[src/rtl/music_note_player.sv]
// rtl/music_note_player.sv - song RAM sequencer producing DDS phase increments per beat
//
// Purpose: plays a song stored in an internal RAM. Each entry holds a note
// code [7:4] and a duration in beats [3:0]. A duration of 0 marks the end of
// the song. Beats come from rising edges of clk_select, which is resynchronised
// into sys_clk.
//
// Ports:
//   sys_clk    - system clock
//   sys_rst    - synchronous active-high reset
//   clk_select - beat square wave; each rising edge is one beat
//   wr_en      - song RAM write strobe
//   wr_addr    - song RAM write address
//   wr_data    - song entry {note code, duration}
//   start      - begin playback at entry 0 (ignored while busy)
//   stop       - abort playback (priority over everything else)
//   loop       - restart at entry 0 at end of song
//   freq_word  - DDS phase increment for the current note
//   tone_en    - tone enable, 0 during rests
//   note_idx   - address of the entry currently playing
//   busy       - high whenever not idle
//   done       - one-cycle pulse at natural end of song
module music_note_player #(
  parameter int ADDR_W = 5,
  parameter int FREQ_W = 24
) (
  input  logic              sys_clk,
  input  logic              sys_rst,
  input  logic              clk_select,
  input  logic              wr_en,
  input  logic [ADDR_W-1:0] wr_addr,
  input  logic [7:0]        wr_data,
  input  logic              start,
  input  logic              stop,
  input  logic              loop,
  output logic [FREQ_W-1:0] freq_word,
  output logic              tone_en,
  output logic [ADDR_W-1:0] note_idx,
  output logic              busy,
  output logic              done
);

  typedef enum logic [2:0] {IDLE, FETCH, DECODE, PLAY, DONE} state_t;

  localparam int DEPTH = 2 ** ADDR_W;
  localparam logic [ADDR_W-1:0] LAST_ADDR = {ADDR_W{1'b1}};

  state_t              state_q, state_d;
  logic [ADDR_W-1:0]   addr_q, addr_d;
  logic [3:0]          cnt_q, cnt_d;
  logic [FREQ_W-1:0]   freq_q, freq_d;
  logic                tone_q, tone_d;
  logic [ADDR_W-1:0]   idx_q, idx_d;
  logic [2:0]          sync_q;   // [0]=s1, [1]=s2, [2]=s3
  logic [7:0]          rd_q;
  logic [7:0]          mem [DEPTH];
  logic                beat;

  assign beat = sync_q[1] & ~sync_q[2];

  // Phase increments: round(f * 2^32 / 100 MHz) for C4..B4.
  function automatic logic [FREQ_W-1:0] note_freq(input logic [3:0] code);
    logic [31:0] v;
    case (code)
      4'd1:    v = 32'd11237;
      4'd2:    v = 32'd11905;
      4'd3:    v = 32'd12613;
      4'd4:    v = 32'd13363;
      4'd5:    v = 32'd14157;
      4'd6:    v = 32'd14999;
      4'd7:    v = 32'd15891;
      4'd8:    v = 32'd16836;
      4'd9:    v = 32'd17837;
      4'd10:   v = 32'd18898;
      4'd11:   v = 32'd20022;
      4'd12:   v = 32'd21212;
      default: v = 32'd0;
    endcase
    return v[FREQ_W-1:0];
  endfunction

  // Song RAM: not reset. Non-blocking read and write in the same edge gives
  // read-before-write on an address collision.
  always_ff @(posedge sys_clk) begin
    if (wr_en) mem[wr_addr] <= wr_data;
    if (state_q == FETCH) rd_q <= mem[addr_q];
  end

  always_comb begin
    state_d = state_q;
    addr_d  = addr_q;
    cnt_d   = cnt_q;
    freq_d  = freq_q;
    tone_d  = tone_q;
    idx_d   = idx_q;
    if (stop && state_q != IDLE) begin
      state_d = IDLE;
      freq_d  = '0;
      tone_d  = 1'b0;
    end else begin
      case (state_q)
        IDLE: begin
          if (start && !stop) begin
            state_d = FETCH;
            addr_d  = '0;
          end
        end
        FETCH: state_d = DECODE;
        DECODE: begin
          if (rd_q[3:0] != 4'd0) begin
            cnt_d   = rd_q[3:0];
            idx_d   = addr_q;
            freq_d  = note_freq(rd_q[7:4]);
            tone_d  = (rd_q[7:4] >= 4'd1) && (rd_q[7:4] <= 4'd12);
            state_d = PLAY;
          end else if (loop && addr_q != '0) begin
            state_d = FETCH;
            addr_d  = '0;
          end else begin
            state_d = DONE;
          end
        end
        PLAY: begin
          if (beat) begin
            if (cnt_q == 4'd1) begin
              // Running off the end of the RAM behaves like an end marker.
              if (addr_q == LAST_ADDR) begin
                if (loop && addr_q != '0) begin
                  state_d = FETCH;
                  addr_d  = '0;
                end else begin
                  state_d = DONE;
                end
              end else begin
                addr_d  = addr_q + ADDR_W'(1);
                state_d = FETCH;
              end
            end else begin
              cnt_d = cnt_q - 4'd1;
            end
          end
        end
        DONE: begin
          state_d = IDLE;
          freq_d  = '0;
          tone_d  = 1'b0;
        end
        default: state_d = IDLE;
      endcase
    end
  end

  always_ff @(posedge sys_clk) begin
    if (sys_rst) begin
      state_q <= IDLE;
      addr_q  <= '0;
      cnt_q   <= '0;
      freq_q  <= '0;
      tone_q  <= 1'b0;
      idx_q   <= '0;
      // Preset high so a clk_select already high at release is not a beat.
      sync_q  <= 3'b111;
    end else begin
      state_q <= state_d;
      addr_q  <= addr_d;
      cnt_q   <= cnt_d;
      freq_q  <= freq_d;
      tone_q  <= tone_d;
      idx_q   <= idx_d;
      sync_q  <= {sync_q[1:0], clk_select};
    end
  end

  assign freq_word = freq_q;
  assign tone_en   = tone_q;
  assign note_idx  = idx_q;
  assign busy      = (state_q != IDLE);
  assign done      = (state_q == DONE);

endmodule
[config.mk]
export PLATFORM = sky130hd
export DESIGN_NAME = music_note_player
export DESIGN_NICKNAME = d
export VERILOG_FILES = /design/src/rtl/music_note_player.sv
export SDC_FILE = /design/constraint.sdc
export NUM_CORES = 1
export LEC_CHECK = 0
export BUFFER_PORTS_ARGS = -buffer_cell sky130_fd_sc_hd__clkbuf_2
export CAP_MARGIN = 25
export CORE_MARGIN = 8
export CORE_UTILIZATION = 56
export CTS_BUF_LIST = sky130_fd_sc_hd__clkbuf_16
export DETAILED_ROUTE_END_ITERATION = 10
export PLACE_DENSITY = 0.73
export SLEW_MARGIN = 15
export SYNTH_ARGS = -nofsm -noshare
export SYNTH_HDL_FRONTEND = slang
export SYNTH_SLANG_ARGS = --single-unit
[constraint.sdc]
create_clock -name sys_clk -period 3.8 [get_ports sys_clk]
set_input_delay 0.19 -clock sys_clk [delete_from_list [all_inputs] [get_ports sys_clk]]
set_output_delay 0.19 -clock sys_clk [all_outputs]
set_load 0.05 [all_outputs]
==> summary.txt <==
Timing
  – Setup TNS: 0 ns
  – Tmin final: 2.806 ns
  – Worst slew pin tran: 0.8919 ns
  – Max Clk Rate: 356.3 MHz
  – Slew Limit Headroom: 40.22%
  – Final Max Tran Viols: 0
  – Setup WS post-layout: 0.9936 ns
  – Unrepaired setup endpoints after global routing: false
  – Clk_skew: 0.01959 ns
  – Final period utilization: 73.85%
  – Hold_ws: 0.06327 ns
  – Final hold vios: 0
  – Final setup viols: 0

Outcome
  – Outcome: finished, final reports clean

Floorplan
  – Die W: 165.0 µm
  – Std-Cell Rows: 54
  – Initial Util: 56.98%
  – DIE AREA: 0.02723 mm²
  – Core area: 0.02182 mm²
  – Die Ht: 165.0 µm
  – I/O pins: 52

Clocking
  – Clock latency on the worst-skew pair: 0.56 ns
  – Post-CTS Hold Buffers: 2
  – CTS tree: done
  – CTS clock-pin slew for the worst setup and hold paths: 0.06 ns
  – CTS H-tree lvls: 1
  – Post-CTS Setup Inserts: 0
  – Clk root buf: clkbuf_16
  – CTS resizes: 0
  – Clk buf depth: 3
  – CTS sink cnt: 300
  – CTS Buf Count: 29

Global routing
  – Largest net degree at the start of global routing: 46
  – GRT Residual Overflow: 0
  – GRT Total Usage: 20.14%
  – First-pass GRT wire length: 41970 µm
  – Vias in the first global route: 7120
  – Initial antenna violation count: 0

Drt
  – DR vias: 7110
  – Routed Antenna Nets: 0
  – DR WL met3: 2135 µm
  – 1st-iter DRT viols: 867
  – Routed WL: 26890 µm
  – Via/cell ratio: 6.303
  – Iteration count of the initial detailed-routing pass: 6
  – DR WL met2: 12590 µm
  – Wire length per cell: 23.84 µm
  – Top Metal Used: met4
  – WL met1: 11450 µm
  – Drt drc: 0

Critical path
  – CP max FO: 45
  – FF-to-FF End: rd_q[5]
  – WS Path Type: reg2reg
  – WP data required: 4.07 ns
  – Critical path, cell by cell: buf_4, buf_4, mux2i_1, a22oi_1, nand3_1, nand3_1
  – Largest stage delay, worst path: 0.76 ns
  – Worst reg-to-reg path cell count: 6
  – Crit path DAT: 3.08 ns
  – Reg2reg setup slack: 0.99 ns
  – Crit path launch type: register
  – R2r startpoint: addr_q[1]
  – Slowest-stage cell, CP: dfxtp_4
  – CP Capture Type: register

Pwr
  – Maximum vdd drop: 397.6 µV
  – Leakage Power: 4.394 nW
  – Power per cell area: 489.5 mW/mm²

Min path
  – Hold path depth: 2
  – Hold path start: sys_rst
  – Worst hold path class: in2reg
  – Hold Crit Endpoint: note_idx[1]

Placement
  – Dpl ws: 0.9398 ns
  – IO buf count: 42
  – HPWL after DPL: 17180 µm
  – RD Place Congestion: 0.8629
  – Post-Place Cell Area: 0.01277 mm²

Yosys
  – Unique masters post-synth: 62
  – Dominant synthesized flop cell: edfxtp_1
  – Count leader, synth: edfxtp_1
  – Post-synth top cells: edfxtp_1, mux2i_1, nor2_1
  – Synth area leaders: edfxtp_1, dfxtp_1, mux2i_1
  – Top cell type's share of synthesized area: 63.75%
  – Flops & latches, synth: 300
  – Syn Area/Cell: 15.74 µm²
  – Post-Synthesis Cells: 790
  – Synth async-reset ratio: 0%
  – Post-Syn Area: 0.01244 mm²
  – Post-synthesis sequential area ratio: 69.54%
  – Synthesis Warnings: 0
  – EDFF count, synth: 264
  – Yosys top cell by area: edfxtp_1

Finish
  – N_diodes: 0
  – Finished layout cell area: 0.01375 mm²
  – Fraction of layout cells with a size suffix above 1: 14.86%
  – # nets final: 857
  – Area delta synth->final: 10.54%
  – Core Util, Final: 62.99%

Job
  – Total of max-cap violations: 0
-- registers in the layout (all words and copies together) (netlist names) --
signal and flops:
mem 256, state_q 3, note_idx 5, cnt_q 4, tone_en 1, freq_word 15
rd_q 8, addr_q 5, sync_q 3
-- cell type report --
class,count,area [µm²]
Clock inverter,24,230.2
Timing Repair Buffer,50,275.3
Multi-Input combinational cell,430,3456
Inverter,15,56.30
Clock buffer,29,725.7
Fill cell,1536,8077
Tap cell,280,350.3
Sequential cell,300,8653
-- worst max-delay path, delay by kind of cell (launching register included) --
family                 cells  cell delay, ns
flip-flops                 1            0.76
multiplexers               1            0.29
AND/OR/NAND/NOR            2            0.30
buffers and inverters      2            1.03
AO/OA/AOI/OAI              1            0.10
-- worst max-delay path by stage --
| stage | startpoint | endpoint | slack [ns] | cells after the start |
|---|---|---|---|---|
| 6_report | addr_q[1] | rd_q[5] | 0.99 | 6 |
| 3_5_place_dp | addr_q[0] | rd_q[0] | 0.94 | 5 |
| 2_1_floorplan | state_q[0] | freq_word[10] | 1.35 | 5 |
| 3_3_place_gp | addr_q[0] | rd_q[0] | 1.02 | 5 |
| 4_1_cts | addr_q[0] | rd_q[0] | 0.96 | 5 |
| 5_1_grt | addr_q[1] | rd_q[5] | 0.84 | 6 |
-- placed cells by master, fill, tap and decap left out, types with 4 or more instances in the layout --
master / instances
a21oi_1: 36
a221oi_1: 8
a22o_1: 7
a22oi_1: 21
a311oi_1: 5
buf_4: 6
bufinv_16: 4
clkbuf_16: 29
clkbuf_2: 42
clkinv_1: 7
clkinv_2: 4
conb_1: 9
dfxtp_1: 34
edfxtp_1: 264
ha_1: 11
inv_1: 20
mux2i_1: 64
mux4_1: 18
mux4_2: 16
nand2_1: 40
nand2b_1: 7
nand3_1: 31
nand3b_1: 8
nor2_1: 57
nor2b_1: 5
nor3_1: 13
o211ai_1: 4
o21ai_0: 13
o22ai_1: 4
or2_2: 5
or3b_2: 5
-- power by group --
group | internal (mW) | switching (mW)
sequential | 3.63 | 0.0242
clock | 1.66 | 1.18
combinational | 0.0506 | 0.177
total | 5.34 | 1.39
-- cells by family after synthesis --
family	share of synthesized area [%]
flops	69.54
simple gates	7.989
compound gates	6.480
mux	11.94
buf+inv	2.908
fa+ha+maj	1.107
other cells	0.03016
-- per-layer routing --
layer  up-vias  GRT usage (%)
met1      3536          28.39
met3        60          3.315
met2       345          31.82
met5         -              0
li1       3169              -
met4         0          6.102
-- stage by stage --
step | total power [mW] | std cells
final | 6.729 | 1128
after global routing | 6.916 | 1128
after CTS | 6.765 | 1128
after detailed placement | 3.947 | 1073
after global placement | 3.933 | 1073
after floorplan | 3.853 | 798
No activity file was read; power rests on OpenSTA's default activity.
